[src/rtl/cache_control_nway_pkg.sv]
// Shared types and tree-PLRU helpers for the N-way cache controller.
package cache_control_nway_pkg;

  localparam int WAYS_DEF = 4;
  localparam int SETS_DEF = 8;
  localparam int MAX_WAYS = 8;

  typedef enum logic [1:0] {
    ST_IDLE      = 2'd0,
    ST_WRITEBACK = 2'd1,
    ST_FILL      = 2'd2
  } state_e;

  // Heap-ordered tree: node n has children 2n+1 (lower ways) and 2n+2 (upper ways).
  function automatic int plru_victim(input logic [MAX_WAYS-2:0] bits, input int ways);
    int node;
    node = 0;
    for (int l = 0; l < 3; l++) begin
      if ((1 << l) < ways) node = 2 * node + 1 + int'(bits[3'(node)]);
    end
    return node - (ways - 1);
  endfunction

  // Walk from the accessed leaf up to the root, pointing each node at the other half.
  function automatic logic [MAX_WAYS-2:0] plru_update(input logic [MAX_WAYS-2:0] bits,
                                                      input int way, input int ways);
    logic [MAX_WAYS-2:0] upd;
    int node;
    int parent;
    upd  = bits;
    node = way + ways - 1;
    for (int l = 0; l < 3; l++) begin
      if (node != 0) begin
        parent            = (node - 1) / 2;
        upd[3'(parent)]   = node[0];
        node              = parent;
      end
    end
    return upd;
  endfunction

endpackage

[src/rtl/cache_control_nway_plru_tree.sv]
// Per-set tree pseudo-LRU state with victim lookup and access update.
module plru_tree
  import cache_control_nway_pkg::*;
#(
  parameter int WAYS  = WAYS_DEF,
  parameter int SETS  = SETS_DEF,
  parameter int IDX_W = $clog2(SETS),
  parameter int WAY_W = (WAYS > 1) ? $clog2(WAYS) : 1
) (
  input  logic             clk,
  input  logic             rst,
  input  logic [IDX_W-1:0] rd_index,
  output logic [WAY_W-1:0] victim,
  input  logic             upd_en,
  input  logic [IDX_W-1:0] upd_index,
  input  logic [WAYS-1:0]  upd_way
);

  typedef logic [WAYS-2:0] node_t;

  node_t               bits_q [SETS];
  logic [MAX_WAYS-2:0] rd_bits;
  logic [MAX_WAYS-2:0] upd_bits;
  int                  upd_idx;

  always_comb begin
    rd_bits              = '0;
    rd_bits[WAYS-2:0]    = bits_q[rd_index];
    upd_bits             = '0;
    upd_bits[WAYS-2:0]   = bits_q[upd_index];
    upd_idx              = 0;
    for (int w = 0; w < WAYS; w++) begin
      if (upd_way[w]) upd_idx = w;
    end
  end

  assign victim = WAY_W'(plru_victim(rd_bits, WAYS));

  always_ff @(posedge clk or posedge rst) begin
    if (rst) begin
      for (int s = 0; s < SETS; s++) bits_q[s] <= '0;
    end else if (upd_en) begin
      bits_q[upd_index] <= node_t'(plru_update(upd_bits, upd_idx, WAYS));
    end
  end

endmodule

[src/rtl/cache_control_nway.sv]
// N-way write-back / write-allocate L1 cache controller: hit handling, victim
// selection (invalid-first, then tree PLRU) and writeback/fill sequencing.
module cache_control_nway
  import cache_control_nway_pkg::*;
#(
  parameter int WAYS  = WAYS_DEF,
  parameter int SETS  = SETS_DEF,
  parameter int IDX_W = $clog2(SETS)
) (
  input  logic             clk,
  input  logic             rst,
  input  logic             mem_read,
  input  logic             mem_write,
  input  logic [IDX_W-1:0] index,
  input  logic [WAYS-1:0]  hit_vec,
  input  logic [WAYS-1:0]  valid_vec,
  input  logic [WAYS-1:0]  dirty_vec,
  input  logic             pmem_resp,
  output logic             mem_resp,
  output logic             pmem_read,
  output logic             pmem_write,
  output logic             pmem_addr_sel,
  output logic [WAYS-1:0]  way_sel,
  output logic             data_load,
  output logic             tag_load,
  output logic             valid_load,
  output logic             dirty_load,
  output logic             data_src_sel,
  output logic             dirty_in
);

  localparam int WAY_W = (WAYS > 1) ? $clog2(WAYS) : 1;

  state_e           state_q, state_d;
  logic [WAYS-1:0]  victim_q;
  logic             req, hit;
  logic             any_inv;
  logic [WAY_W-1:0] inv_idx, plru_idx, victim_idx;
  logic [WAYS-1:0]  victim_oh;
  logic             victim_dirty;

  plru_tree #(
    .WAYS  (WAYS),
    .SETS  (SETS),
    .IDX_W (IDX_W),
    .WAY_W (WAY_W)
  ) u_plru (
    .clk       (clk),
    .rst       (rst),
    .rd_index  (index),
    .victim    (plru_idx),
    .upd_en    (mem_resp),
    .upd_index (index),
    .upd_way   (hit_vec)
  );

  assign req = mem_read | mem_write;
  assign hit = |hit_vec;

  // Lowest-index invalid way wins over the PLRU choice.
  always_comb begin
    any_inv = 1'b0;
    inv_idx = '0;
    for (int w = WAYS - 1; w >= 0; w--) begin
      if (!valid_vec[w]) begin
        any_inv = 1'b1;
        inv_idx = WAY_W'(w);
      end
    end
  end

  assign victim_idx   = any_inv ? inv_idx : plru_idx;
  assign victim_oh    = WAYS'(1) << victim_idx;
  assign victim_dirty = valid_vec[victim_idx] & dirty_vec[victim_idx];

  always_ff @(posedge clk or posedge rst) begin
    if (rst) begin
      state_q  <= ST_IDLE;
      victim_q <= '0;
    end else begin
      state_q <= state_d;
      if (state_q == ST_IDLE && req && !hit) victim_q <= victim_oh;
    end
  end

  always_comb begin
    state_d = state_q;
    case (state_q)
      ST_IDLE:      if (req && !hit) state_d = victim_dirty ? ST_WRITEBACK : ST_FILL;
      ST_WRITEBACK: if (pmem_resp) state_d = ST_FILL;
      ST_FILL:      if (pmem_resp) state_d = ST_IDLE;
      default:      state_d = ST_IDLE;
    endcase
  end

  always_comb begin
    mem_resp      = 1'b0;
    pmem_read     = 1'b0;
    pmem_write    = 1'b0;
    pmem_addr_sel = 1'b0;
    way_sel       = '0;
    data_load     = 1'b0;
    tag_load      = 1'b0;
    valid_load    = 1'b0;
    dirty_load    = 1'b0;
    data_src_sel  = 1'b0;
    dirty_in      = 1'b0;
    case (state_q)
      ST_IDLE: begin
        if (req && hit) begin
          mem_resp = 1'b1;
          way_sel  = hit_vec;
          if (mem_write) begin
            data_load    = 1'b1;
            data_src_sel = 1'b1;
            dirty_load   = 1'b1;
            dirty_in     = 1'b1;
          end
        end
      end
      ST_WRITEBACK: begin
        pmem_write    = 1'b1;
        pmem_addr_sel = 1'b1;
        way_sel       = victim_q;
      end
      ST_FILL: begin
        pmem_read = 1'b1;
        way_sel   = victim_q;
        // Line lands only on the completion cycle; the retry then hits as clean.
        if (pmem_resp) begin
          data_load  = 1'b1;
          tag_load   = 1'b1;
          valid_load = 1'b1;
          dirty_load = 1'b1;
        end
      end
      default: ;
    endcase
  end

endmodule

[config.mk]
export PLATFORM = sky130hd
export DESIGN_NAME = cache_control_nway
export DESIGN_NICKNAME = d
export VERILOG_FILES = /design/src/rtl/cache_control_nway_pkg.sv /design/src/rtl/cache_control_nway_plru_tree.sv /design/src/rtl/cache_control_nway.sv
export SDC_FILE = /design/constraint.sdc
export NUM_CORES = 1
export LEC_CHECK = 0
export ABC_AREA = 1
export CAP_MARGIN = 20
export CORE_MARGIN = 4
export CORE_UTILIZATION = 45
export CTS_CLUSTER_DIAMETER = 100
export CTS_CLUSTER_SIZE = 8
export DETAILED_ROUTE_END_ITERATION = 12
export HOLD_SLACK_MARGIN = 0.1
export PLACE_DENSITY = 0.69
export SLEW_MARGIN = 15
export SYNTH_ARGS = -nofsm -noshare
export SYNTH_HDL_FRONTEND = slang
export SYNTH_HIERARCHICAL = 1
export SYNTH_SLANG_ARGS = --single-unit
[constraint.sdc]
create_clock -name clk -period 3.3 [get_ports clk]
set_input_delay 0.66 -clock clk [delete_from_list [all_inputs] [get_ports clk]]
set_output_delay 0.66 -clock clk [all_outputs]
set_load 0.01 [all_outputs]
# After elaboration in Yosys (flattened, before gate mapping)
# Index checks and enable logic that the tools add are counted.
[word_totals] ff_bits=30 wordCells=121 output_inout_bits=14 in_bits=20
[classes] bitwise=6 magnitude_cmp=10 shift=1 n_addsub=12 n_mux=61 n_reduce_logical=16 eq_ne=5
[ops] operator="2-to-1 mux 32 bit" n=4
[ops] operator="subtractor 32 x 2 -> 32 bit (second input constant)" n=4
[ops] operator="nonzero test 32 bit" n=3
[ops] operator="adder 32 x 1 -> 32 bit" n=2
[ops] operator="2-to-1 mux 7 bit" n=4
[ops] operator="bitwise mux 24 bit" n=1
[ops] operator="2-to-1 mux 2 bit" n=11
[ops] operator="bitwise mux 7 bit" n=3
[ops] operator="2-to-1 mux 1 bit" n=21
[ops] operator="< comparator 3 x 5 -> 1 bit (second input constant)" n=3
[ops] operator="2-to-1 mux 3 bit" n=5
[ops] operator="binary-select mux 3 bit (select 3 bit)" n=1
[ops] operator="demux 1 bit (select 3 bit)" n=3
[ops] operator="demux 3 bit (select 3 bit)" n=1
[ops] operator="greater-or-equal comparator 3 x 1 -> 1 bit (second input constant)" n=3
[ops] operator="logical AND 1 bit" n=8
[ops] operator="case mux 4 bit (2 select lines)" n=1
[ops] operator="case mux 2 bit (3 select lines)" n=1
[ops] operator="adder 2 x 3 -> 4 bit (second input constant)" n=1
[ops] operator="bitwise AND 1 bit" n=4
[ops] operator="binary-select mux 1 bit (select 2 bit)" n=2
[ops] operator="greater-or-equal comparator 4 bit (second input constant)" n=1
[ops] operator="< comparator 2 x 4 -> 1 bit (second input constant)" n=1
[ops] operator="< comparator 4 x 1 -> 1 bit (second input constant)" n=1
[ops] operator="other kinds (21)" n=22

# Longest topological paths before layout
# Gate-level depths: netlist (run 1).
[logic_depth] depth_word=26 depth_mapped=19 mapped_depth_nobuf=18

# By module
# Netlist (run 1), hierarchy kept.
[modules_own_cells] mod="plru_tree" cells_each=225 area_each_um2=1461.4 seq_area_each_um2=600.6 instances=1
[modules_own_cells] mod="cache_control_nway" cells_each=89 area_each_um2=583.1 seq_area_each_um2=150.1 instances=1

# Worst setup path before layout (run 1)
# No wires, ideal clock.
[synth_timing] kind="input-to-output" from="input port mem_write" to="output port dirty_load" stages=5 required_time_ns=2.640 setup_slack_ns=1.124 t_arrival_ns=1.516 path_buffers=1 path_cell_list="nor2_1 -> nor2_2 -> nand2_1 -> o21ai_0 -> buf_4"
[synth_via] elab_chain_cells=4 elab_cells_between_ends=5 cone_classes="3 x mux; 1 x bitwise; 1 x reduce/logical"
[synth_rtl] item="start, declared" line="cache_control_nway.sv:13" source="input logic mem_write,"
[synth_rtl] item="OR 1 bit" line="cache_control_nway.sv:57" source="assign req = mem_read | mem_write;"
[synth_rtl] item="logical AND 1 bit" line="cache_control_nway.sv:110" source="if (req && hit) begin"
[synth_rtl] item="2-to-1 mux 1 bit (*)"
[synth_rtl] item="case mux 1 bit (2 select lines) (*)"
[synth_rtl] item="end, declared" line="cache_control_nway.sv:27" source="output logic dirty_load,"
# Mark *: on every way between the ends. The rest lies on a longest branch, timed or not.

# Worst setup path after layout (run 1)
[layout_timing] from="input port mem_write" to="output port dirty_load"
[layout_via] elab_chain_cells=4 elab_cells_between_ends=5 cone_classes="3 x mux; 1 x bitwise; 1 x reduce/logical"
[layout_rtl] item="OR 1 bit" line="cache_control_nway.sv:57"
[layout_rtl] item="logical AND 1 bit" line="cache_control_nway.sv:110"
[layout_rtl] item="2-to-1 mux 1 bit (*)" line="cache_control_nway.sv:110"
[layout_rtl] item="case mux 1 bit (2 select lines) (*)" line="cache_control_nway.sv:108" source="case (state_q)"
# Marked as above.

==> results.txt, run 1 <==
The run gives 0.466 as the initial core utilization. Of all cell types, the one taking the most synthesized area is sky130_fd_sc_hd__dfrtp_1. Along the worst hold path, the cell count comes to 2.

The maximum operating frequency was 335 MHz. The worst slack at placement came out at 0.304 ns. In this run the worst setup path begins at mem_write. Via count of the first global-routing pass: 1866.

The number of endpoints with negative hold slack in the final report came out at 0. TritonCTS built the clock tree. CTS saw 30 sinks.

Setup violations remaining at the end of the flow were counted as 0. Number of gates resized after CTS: 0. The sequential cell area is 751 µm². After synthesis, the cell types taking the most area are sky130_fd_sc_hd__dfrtp_1 (37%), sky130_fd_sc_hd__nand2_1 (22%), sky130_fd_sc_hd__inv_1 (9.9%), sky130_fd_sc_hd__nand3_1 (7.3%), sky130_fd_sc_hd__nor2_1 (4.0%).

The worst path meets setup with 0.313 ns of slack. The endpoint identified for the worst register-to-register timing path is u_plru/bits_q[13]$_DFFE_PP0P_. After synthesis, the netlist uses 22 different library cells. The tools report the launch point of the worst hold path as u_plru/bits_q[14]$_DFFE_PP0P_. The final weighted congestion of routability-driven global placement is 0.930. The antenna violation net count after detailed routing is 0, and the portion of synthesized cell area occupied by the leading cell type is 0.367.

In this run, the number of DRC markers left after iteration 0 of detailed routing was 193. The count of unresolved DRC violations after routing was 0. The worst setup path is captured at an output port.

The standard cell area after detailed placement was 2410 µm²; the final instance area was 2530 µm². In this run, CTS created clock tree buffers numbering 5. The initial antenna violation count was 0; the final cycle utilization of the critical path was 0.905.

The logs give 5.01 mm for the wire length after detailed routing and 3.72 mm for the sum of net half-perimeters after detailed placement. The fraction of layout cells with a size suffix above 1 is 0.0741, and the worst reg2reg path depth is 11. Summing all multi-input logic gate instances after layout gives 1030 µm².

The routed layout has 1983 vias. The region available for standard cell placement spans 4380 µm². Type of the most critical hold path: reg2reg.

The tools report the beginning of the worst register-to-register path as state_q[1]$_DFFE_PP0P_. The total overflow left after global routing is 0. Setup total negative slack on the finished layout was measured at 0 ns. The highest ir drop seen on vdd was 0.368 mV. After detailed routing, the average wire length per cell comes to 12.4 µm.

STA classifies the critical path startpoint as a primary input. The worst hold path terminates at u_plru/bits_q[14]$_DFFE_PP0P_. Number of instances in the synthesized netlist: 314. Setup repair after global routing left no endpoint under its margin.

The H-tree was split into 2 levels. On the final layout, the worst clock skew is 0.00472 ns. The max-cap check violation count is 0. Clock-pin slew was measured on the worst setup and hold paths at 0.06 ns.

The worst slew margin relative to its limit is 0.680, and the sequential cell area fraction in the yosys report is 0.367. Power comes to 1.54 mW. Summing every instance area after synthesis gives 2040 µm².

For this run, the number of Yosys warnings is 6. The quantity of I/O buffers inserted on ports came out at 33. In this run the mean area of a mapped cell was 6.51 µm². The total inserted antenna cells is 0, and the post-synthesis sequential element count is 30.

The tools report the count of pins over their slew limit as 0. The tools report the library cell used as clock root buffer as sky130_fd_sc_hd__clkbuf_8. The analysis attributes to cell leakage a power of 1.35 nW. The floorplan step defined a die boundary enclosing 5690 µm². At the worst endpoint, the required time is 2.64 ns. Of all nets on the critical path, the largest fanout is 6. The first-pass GRT wire length is 8.34 mm. The height of the die was 75.4 µm; the shortest period the worst path allows was 2.99 ns.

The number of nets in the synthesized netlist is 338. The logs give 4 for the total iterations of the first detailed-routing run and 0 for the number of buffers inserted by post-CTS setup repair. The flow ran to the end, and the final reports show no timing, DRC or antenna violations.

The horizontal die dimension is 75.4 µm, and the pin count of the biggest net entering global routing is 25. The floorplan has 24 rows. At the later pin of the worst-skew pair, clock insertion delay measures 0.28 ns.

For the largest buffer count on any clock path, the log shows 2. After detailed routing, the number of vias per cell comes to 4.92. The critical path class was in2out. For the pin with the worst max-slew slack, the measured transition is 0.479 ns. 34 I/O pins were placed. The setup check on the worst reg-to-reg path leaves a slack of 1.32 ns. Data arrives at the worst endpoint at 2.33 ns.

The number of buffers added to fix hold violations after cts is 0, and the final net count is 374. The layout overhead on the synthesized area came out at 23.6%. The tools report the post-route worst hold slack as 0.481 ns. Power per cell area: 608 nW/µm².

Overall routing resource usage: 0.194. Fill cells in the final layout number 438.
==> logic make-up (layout without fill, tap and decap cells) <==
kind of cell	count (synthesis)	after routing	synth area share
adder cells (fa/ha/maj)	4	4	0.0245
buffers and inverters	63	100	0.128
flip-flops	30	30	0.367
AND/OR/NAND/NOR	182	182	0.372
AO/OA/AOI/OAI	35	35	0.108
==> cells in the final DEF, fill, tap and decap left out <==
cell type	count
sky130_fd_sc_hd__nand2_1	118
sky130_fd_sc_hd__inv_1	54
sky130_fd_sc_hd__clkdlybuf4s50_1	33
sky130_fd_sc_hd__nand3_1	30
sky130_fd_sc_hd__dfrtp_1	30
sky130_fd_sc_hd__nor2_1	22
sky130_fd_sc_hd__o21ai_0	11
sky130_fd_sc_hd__o211ai_1	10
sky130_fd_sc_hd__nand2_2	7
sky130_fd_sc_hd__clkbuf_8	6
sky130_fd_sc_hd__o21ai_1	5
sky130_fd_sc_hd__a21oi_1	4
sky130_fd_sc_hd__ha_1	4
sky130_fd_sc_hd__buf_4	3
sky130_fd_sc_hd__nor2_2	2
sky130_fd_sc_hd__o31ai_1	2
sky130_fd_sc_hd__o21bai_2	1
sky130_fd_sc_hd__nor2_4	1
sky130_fd_sc_hd__a21boi_2	1
sky130_fd_sc_hd__nand2_4	1
sky130_fd_sc_hd__nand4_1	1
sky130_fd_sc_hd__clkinv_2	1
sky130_fd_sc_hd__clkbuf_1	1
sky130_fd_sc_hd__inv_2	1
sky130_fd_sc_hd__o21ai_2	1
sky130_fd_sc_hd__buf_16	1
==> where the power goes <==
part | switching [mW] | total, mW | leakage [nW] | internal (mW)
Sequential | 0.0945 | 0.611 | 0.388 | 0.516
Combinational | 0.352 | 0.624 | 0.916 | 0.271
Clock | 0.133 | 0.301 | 0.0482 | 0.168
==> critical path: stages <==
cell	delay (ns)
sky130_fd_sc_hd__clkdlybuf4s50_1	0.47
sky130_fd_sc_hd__nor2_1	0.07
sky130_fd_sc_hd__nor2_2	0.20
sky130_fd_sc_hd__nand2_1	0.12
sky130_fd_sc_hd__o21ai_0	0.22
sky130_fd_sc_hd__clkdlybuf4s50_1	0.58
==> registers in the layout, indices dropped and copies added, names as in the netlist <==
register / cells
state_q: 2
u_plru/bits_q: 24
victim_q: 4
==> area by class of cell <==
cell class | count | area share
Clock inverter | 1 | 0.00198
Inverter | 55 | 0.0817
Tap cell | 52 | 0.0258
Multi-Input combinational cell | 221 | 0.409
Timing Repair Buffer | 37 | 0.151
Clock buffer | 7 | 0.0342
Sequential cell | 30 | 0.297
==> worst max path at each step <==
stage	to	cells past startpoint	slack [ns]
global placement	dirty_load	6	0.35
finish	dirty_load	6	0.31
detailed placement	dirty_load	6	0.30
CTS	dirty_load	6	0.31
global route	dirty_load	6	0.17
floorplan	dirty_load	5	1.12
==> per-stage QoR <==
step,utilization,instances
after floorplan,-,314
after global placement,0.549,394
after detailed placement,0.549,394
after CTS,0.570,402
after global routing,0.576,403
final,0.576,403
==> synthesized netlist by cell type <==
master and number:
sky130_fd_sc_hd__a21boi_2 1, sky130_fd_sc_hd__a21oi_1 4, sky130_fd_sc_hd__buf_2 2, sky130_fd_sc_hd__buf_4 6, sky130_fd_sc_hd__dfrtp_1 30, sky130_fd_sc_hd__ha_1 4
sky130_fd_sc_hd__inv_1 54, sky130_fd_sc_hd__inv_2 1, sky130_fd_sc_hd__nand2_1 118, sky130_fd_sc_hd__nand2_2 7, sky130_fd_sc_hd__nand2_4 1, sky130_fd_sc_hd__nand3_1 30
sky130_fd_sc_hd__nand4_1 1, sky130_fd_sc_hd__nor2_1 22, sky130_fd_sc_hd__nor2_2 2, sky130_fd_sc_hd__nor2_4 1, sky130_fd_sc_hd__o211ai_1 10, sky130_fd_sc_hd__o21ai_0 11
sky130_fd_sc_hd__o21ai_1 5, sky130_fd_sc_hd__o21ai_2 1, sky130_fd_sc_hd__o21bai_2 1, sky130_fd_sc_hd__o31ai_1 2
==> per-layer routing <==
layer  global-route usage  part of all wire  vias to the layer above
met5                    0                 0                        -
met4               0.0777             0.014                        0
met3               0.0475             0.070                        8
met2                0.292              0.44                       52
met1                0.268              0.48                      887
li1                     -                 -                     1036
Note: power is estimated with default switching activity, not from simulation.
==> run 2: changes to the inputs <==
--- a/config.mk
+++ b/config.mk
@@ -7,13 +7,12 @@
 export LEC_CHECK = 0
 export ABC_AREA = 1
 export CAP_MARGIN = 20
-export CORE_MARGIN = 4
 export CORE_UTILIZATION = 45
 export CTS_CLUSTER_DIAMETER = 100
 export CTS_CLUSTER_SIZE = 8
 export DETAILED_ROUTE_END_ITERATION = 12
 export HOLD_SLACK_MARGIN = 0.1
-export PLACE_DENSITY = 0.69
+export PLACE_DENSITY = 0.72
 export SLEW_MARGIN = 15
 export SYNTH_ARGS = -nofsm -noshare
 export SYNTH_HDL_FRONTEND = slang
==> constraint.sdc (replaced) <==
create_clock -name clk -period 2.6 [get_ports clk]
set_input_delay 0.52 -clock clk [delete_from_list [all_inputs] [get_ports clk]]
set_output_delay 0.52 -clock clk [all_outputs]
set_load 0.01 [all_outputs]
==> results.txt, run 2 (same netlist as run 1, synthesis figures left out) <==
The reg-to-reg setup timing slack is 0.68 ns (-0.64 ns), and the area of the die is 4820 µm² (-15%). The tools report the routing usage on met1 as 0.303 (+0.0353). The total negative slack for setup checks came out at 0 ns (unchanged). The number of endpoints with negative hold slack in the final report was 0 (unchanged). The average via count per standard cell works out to 4.83 (-1.8%). In the final layout, the registers with the most flip-flops are u_plru/bits_q x24, victim_q x4, state_q x2. The worst slew margin relative to its limit came out at 0.699 (+0.0194).

The total inserted antenna cells came out at 0 (unchanged). Clock tree synthesis selected as its root buffer the cell sky130_fd_sc_hd__clkbuf_8. For the global-route track usage on met3, the log shows 0.0509 (+0.00338). The final cycle utilization of the critical path is 0.948. The height of the die was 69.4 µm (-8.0%).

Count of buffer and inverter cells on the critical path: 2 (unchanged). The tools report the total power of the final layout as 1.96 mW (+28%). The global-route layer with the greatest usage was met2. The net switching power is 739 µW (+28%). The run finished with clean final reports. The run gives 1.94 ns (-0.39 ns) as the data arrival time of the critical path. The fraction of layout cells with a size suffix above 1 was 0.0922 (+0.0181).

The worst-path cell with the longest stage delay was sky130_fd_sc_hd__clkdlybuf4s50_1. First-pass GRT wire length: 8.51 mm (+2.1%). The critical path endpoint category was an output port. The number of H-tree levels was 2 (unchanged). For the initial antenna violation count, the log shows 0 (unchanged).

Total via count after detailed routing: 1982 (-0.050%). The tools report the portion of total power attributed to the clock network as 0.196 (about the same). The largest buffer count on any clock path is 2 (unchanged). For the antenna violation net count after detailed routing, the log shows 0 (unchanged). For the number of buffers added to fix hold violations after cts, the log shows 0 (unchanged). The run gives 24 (unchanged) as the number of standard-cell rows in the floorplan.

The tools report the pin count of the biggest net entering global routing as 34 (+36%). Number of top-level pins: 34 (unchanged). The proportion of total power due to net switching is 0.377 (-0.000875), and the clock sink total is 30 (unchanged).

The tools report the initial core utilization as 0.470 (+0.00322). The worst-path maximum fanout is 3 (-3), and the worst setup skew after layout is 0.00675 ns (+0.00204 ns). For the portion of total power attributed to sequential cells, the log shows 0.398 (about the same). Via count of the first global-routing pass: 1876 (+0.54%).

TritonCTS built the clock tree. Cell total after placement: 402 (+2.0%). Setup repair after global routing left no endpoint under its margin.

The max-cap check violation count was 0 (unchanged). The slew at the pin with the worst max-slew slack came out at 0.450 ns (-0.0289 ns). Traced cell by cell, the critical path runs through clkdlybuf4s50_1 > nor2_1 > nor2_2 > nand2_1 > nor2_1 > clkdlybuf4s50_1. For the highest ir drop seen on vdd, the log shows 0.331 mV (-10%). The number of flip-flops under the largest register name works out to 24 (unchanged). The critical path required time was 2.08 ns (-0.56 ns); the total iterations of the first detailed-routing run was 4 (unchanged).

The final net count is 381 (+1.9%), and the overall routing resource usage is 0.220 (+0.0260). The logs give 0.341 (+0.0485) for the met2 routing resource usage after global routing and 0 (unchanged) for the count of unresolved DRC violations after routing. The tools report the final setup violation count as 0 (unchanged). The worst hold path belongs to the class reg2reg. Among cell families on the critical path, the largest total delay comes from buffers and inverters. The per-cell routed wire length is 11.7 µm (-5.5%), and the wire length after detailed routing is 4.82 mm (-3.9%). The run gives 410 (+1.7%) as the count of non-filler cells in the finished layout. In the layout the commonest cells are sky130_fd_sc_hd__nand2_1 (118), sky130_fd_sc_hd__inv_1 (54), sky130_fd_sc_hd__nand3_1 (30), sky130_fd_sc_hd__dfrtp_1 (30), sky130_fd_sc_hd__clkdlybuf4s50_1 (27).

The violation count after the first detailed-routing iteration came out at 82 (-58%). The horizontal die dimension is 69.4 µm (-8.0%), and the final weighted congestion of routability-driven global placement is 0.842 (-9.5%). The maximum operating frequency is 406 MHz. The tools report the clock latency on the worst-skew pair as 0.28 ns (about the same). The library cell used most frequently in the layout, excluding fill and tap cells, is sky130_fd_sc_hd__nand2_1. The cell-internal power was 1.22 mW (+28%); the shortest period the worst path allows was 2.46 ns. Clock slew at the register clock pins of the worst setup and hold paths: 0.06 ns (about the same). u_plru/bits_q holds more flip-flops than any other register.

The quantity of I/O buffers inserted on ports was 33 (unchanged). The tools report the count of pins over their slew limit as 0 (unchanged). TritonCTS buffer count: 5 (unchanged).

The core area is 4350 µm² (-0.68%). Critical path class: in2out. Largest stage delay on the critical path: 0.55 ns (-0.03 ns).

The run gives 0 (unchanged) as the overall overflow remaining after global route. The number of buffers inserted by post-CTS setup repair is 0 (unchanged), and the layout overhead on the synthesized area is 26.5%. The power per cell area is 759 nW/µm² (+25%). The final core utilization came out at 0.594 (+0.0178).

The worst setup path is launched from a primary input. The power share of the combinational group was 0.406 (about the same); the leakage power figure was 1.46 nW (+8.0%). The run gives 3.76 mm (+0.89%) as the sum of net half-perimeters after detailed placement.
## run 2: changes by cell type in the layout (fill, tap and decap cells not counted), sizes merged
cell and change:
dlymetal6s2s +6, clkdlybuf4s50 -6, buf +7
## run 2: metrics by stage
step	setup WS [ns]	instance area [µm²]	hold slack, ns
2_1_floorplan	0.587	2040	0.311
5_1_grt	0.00393	2590	0.516
3_3_place_gp	0.0537	2480	0.467
4_1_cts	0.00973	2570	0.488
6_report	0.136	2590	0.481
3_5_place_dp	0.00181	2480	0.474
## run 2: routing by layer
layer / vias up / routed length, µm
met5: - / 0
met3: 9 / 280
met2: 51 / 2130
li1: 1054 / -
met4: 0 / 73
met1: 868 / 2330
## run 2: worst paths after layout
| check | start | to | cells past startpoint |
|---|---|---|---|
| max in group asynchronous | rst | u_plru/bits_q[12]$_DFFE_PP0P_ | 3 |
| min in group asynchronous | rst | state_q[1]$_DFFE_PP0P_ | 2 |
| worst min-delay path | u_plru/bits_q[13]$_DFFE_PP0P_ | u_plru/bits_q[13]$_DFFE_PP0P_ | 2 |
| worst max register to register | state_q[1]$_DFFE_PP0P_ | u_plru/bits_q[13]$_DFFE_PP0P_ | 12 |
| worst max-delay path | mem_write | data_src_sel | 6 |
| worst min register to register | u_plru/bits_q[13]$_DFFE_PP0P_ | u_plru/bits_q[13]$_DFFE_PP0P_ | 2 |
## run 2: tightest hold or removal path, stage by stage, from the launching register on
cell and delay (ns):
sky130_fd_sc_hd__dfrtp_1 0.34, sky130_fd_sc_hd__nand2_1 0.05, sky130_fd_sc_hd__nand2_1 0.06
## run 2: repair_timing
item,4_1_cts,5_1_grt
endpoints found under the hold margin,0,0
setup endpoints to repair,2,6
gates resized for setup,1,6
## run 2: final cells by class
| class | instances | area (µm²) |
|---|---|---|
| Inverter | 55 | 206 |
| Clock inverter | 1 | 5.00 |
| Sequential cell | 30 | 751 |
| Fill cell | 427 | 1770 |
| Timing Repair Buffer | 44 | 440 |
| Multi-Input combinational cell | 221 | 1030 |
| Clock buffer | 7 | 86.3 |
| Tap cell | 52 | 65.1 |
## run 2: power by group through the flow
stage	clock network [mW]	logic [mW]	registers (mW)
finish	0.385	0.797	0.780
global route	0.419	0.916	0.802
CTS	0.395	0.814	0.778
detailed placement	0	0.809	0.783
global placement	0	0.795	0.780
floorplan	0	0.540	0.743
==> run 3: changes to the inputs <==
--- a/config.mk
+++ b/config.mk
@@ -13,7 +13,6 @@
 export DETAILED_ROUTE_END_ITERATION = 12
 export HOLD_SLACK_MARGIN = 0.1
 export PLACE_DENSITY = 0.72
-export SLEW_MARGIN = 15
 export SYNTH_ARGS = -nofsm -noshare
 export SYNTH_HDL_FRONTEND = slang
 export SYNTH_HIERARCHICAL = 1
==> results of run 3 <==
Final layout, timing and power as in run 2 (identical DEF).
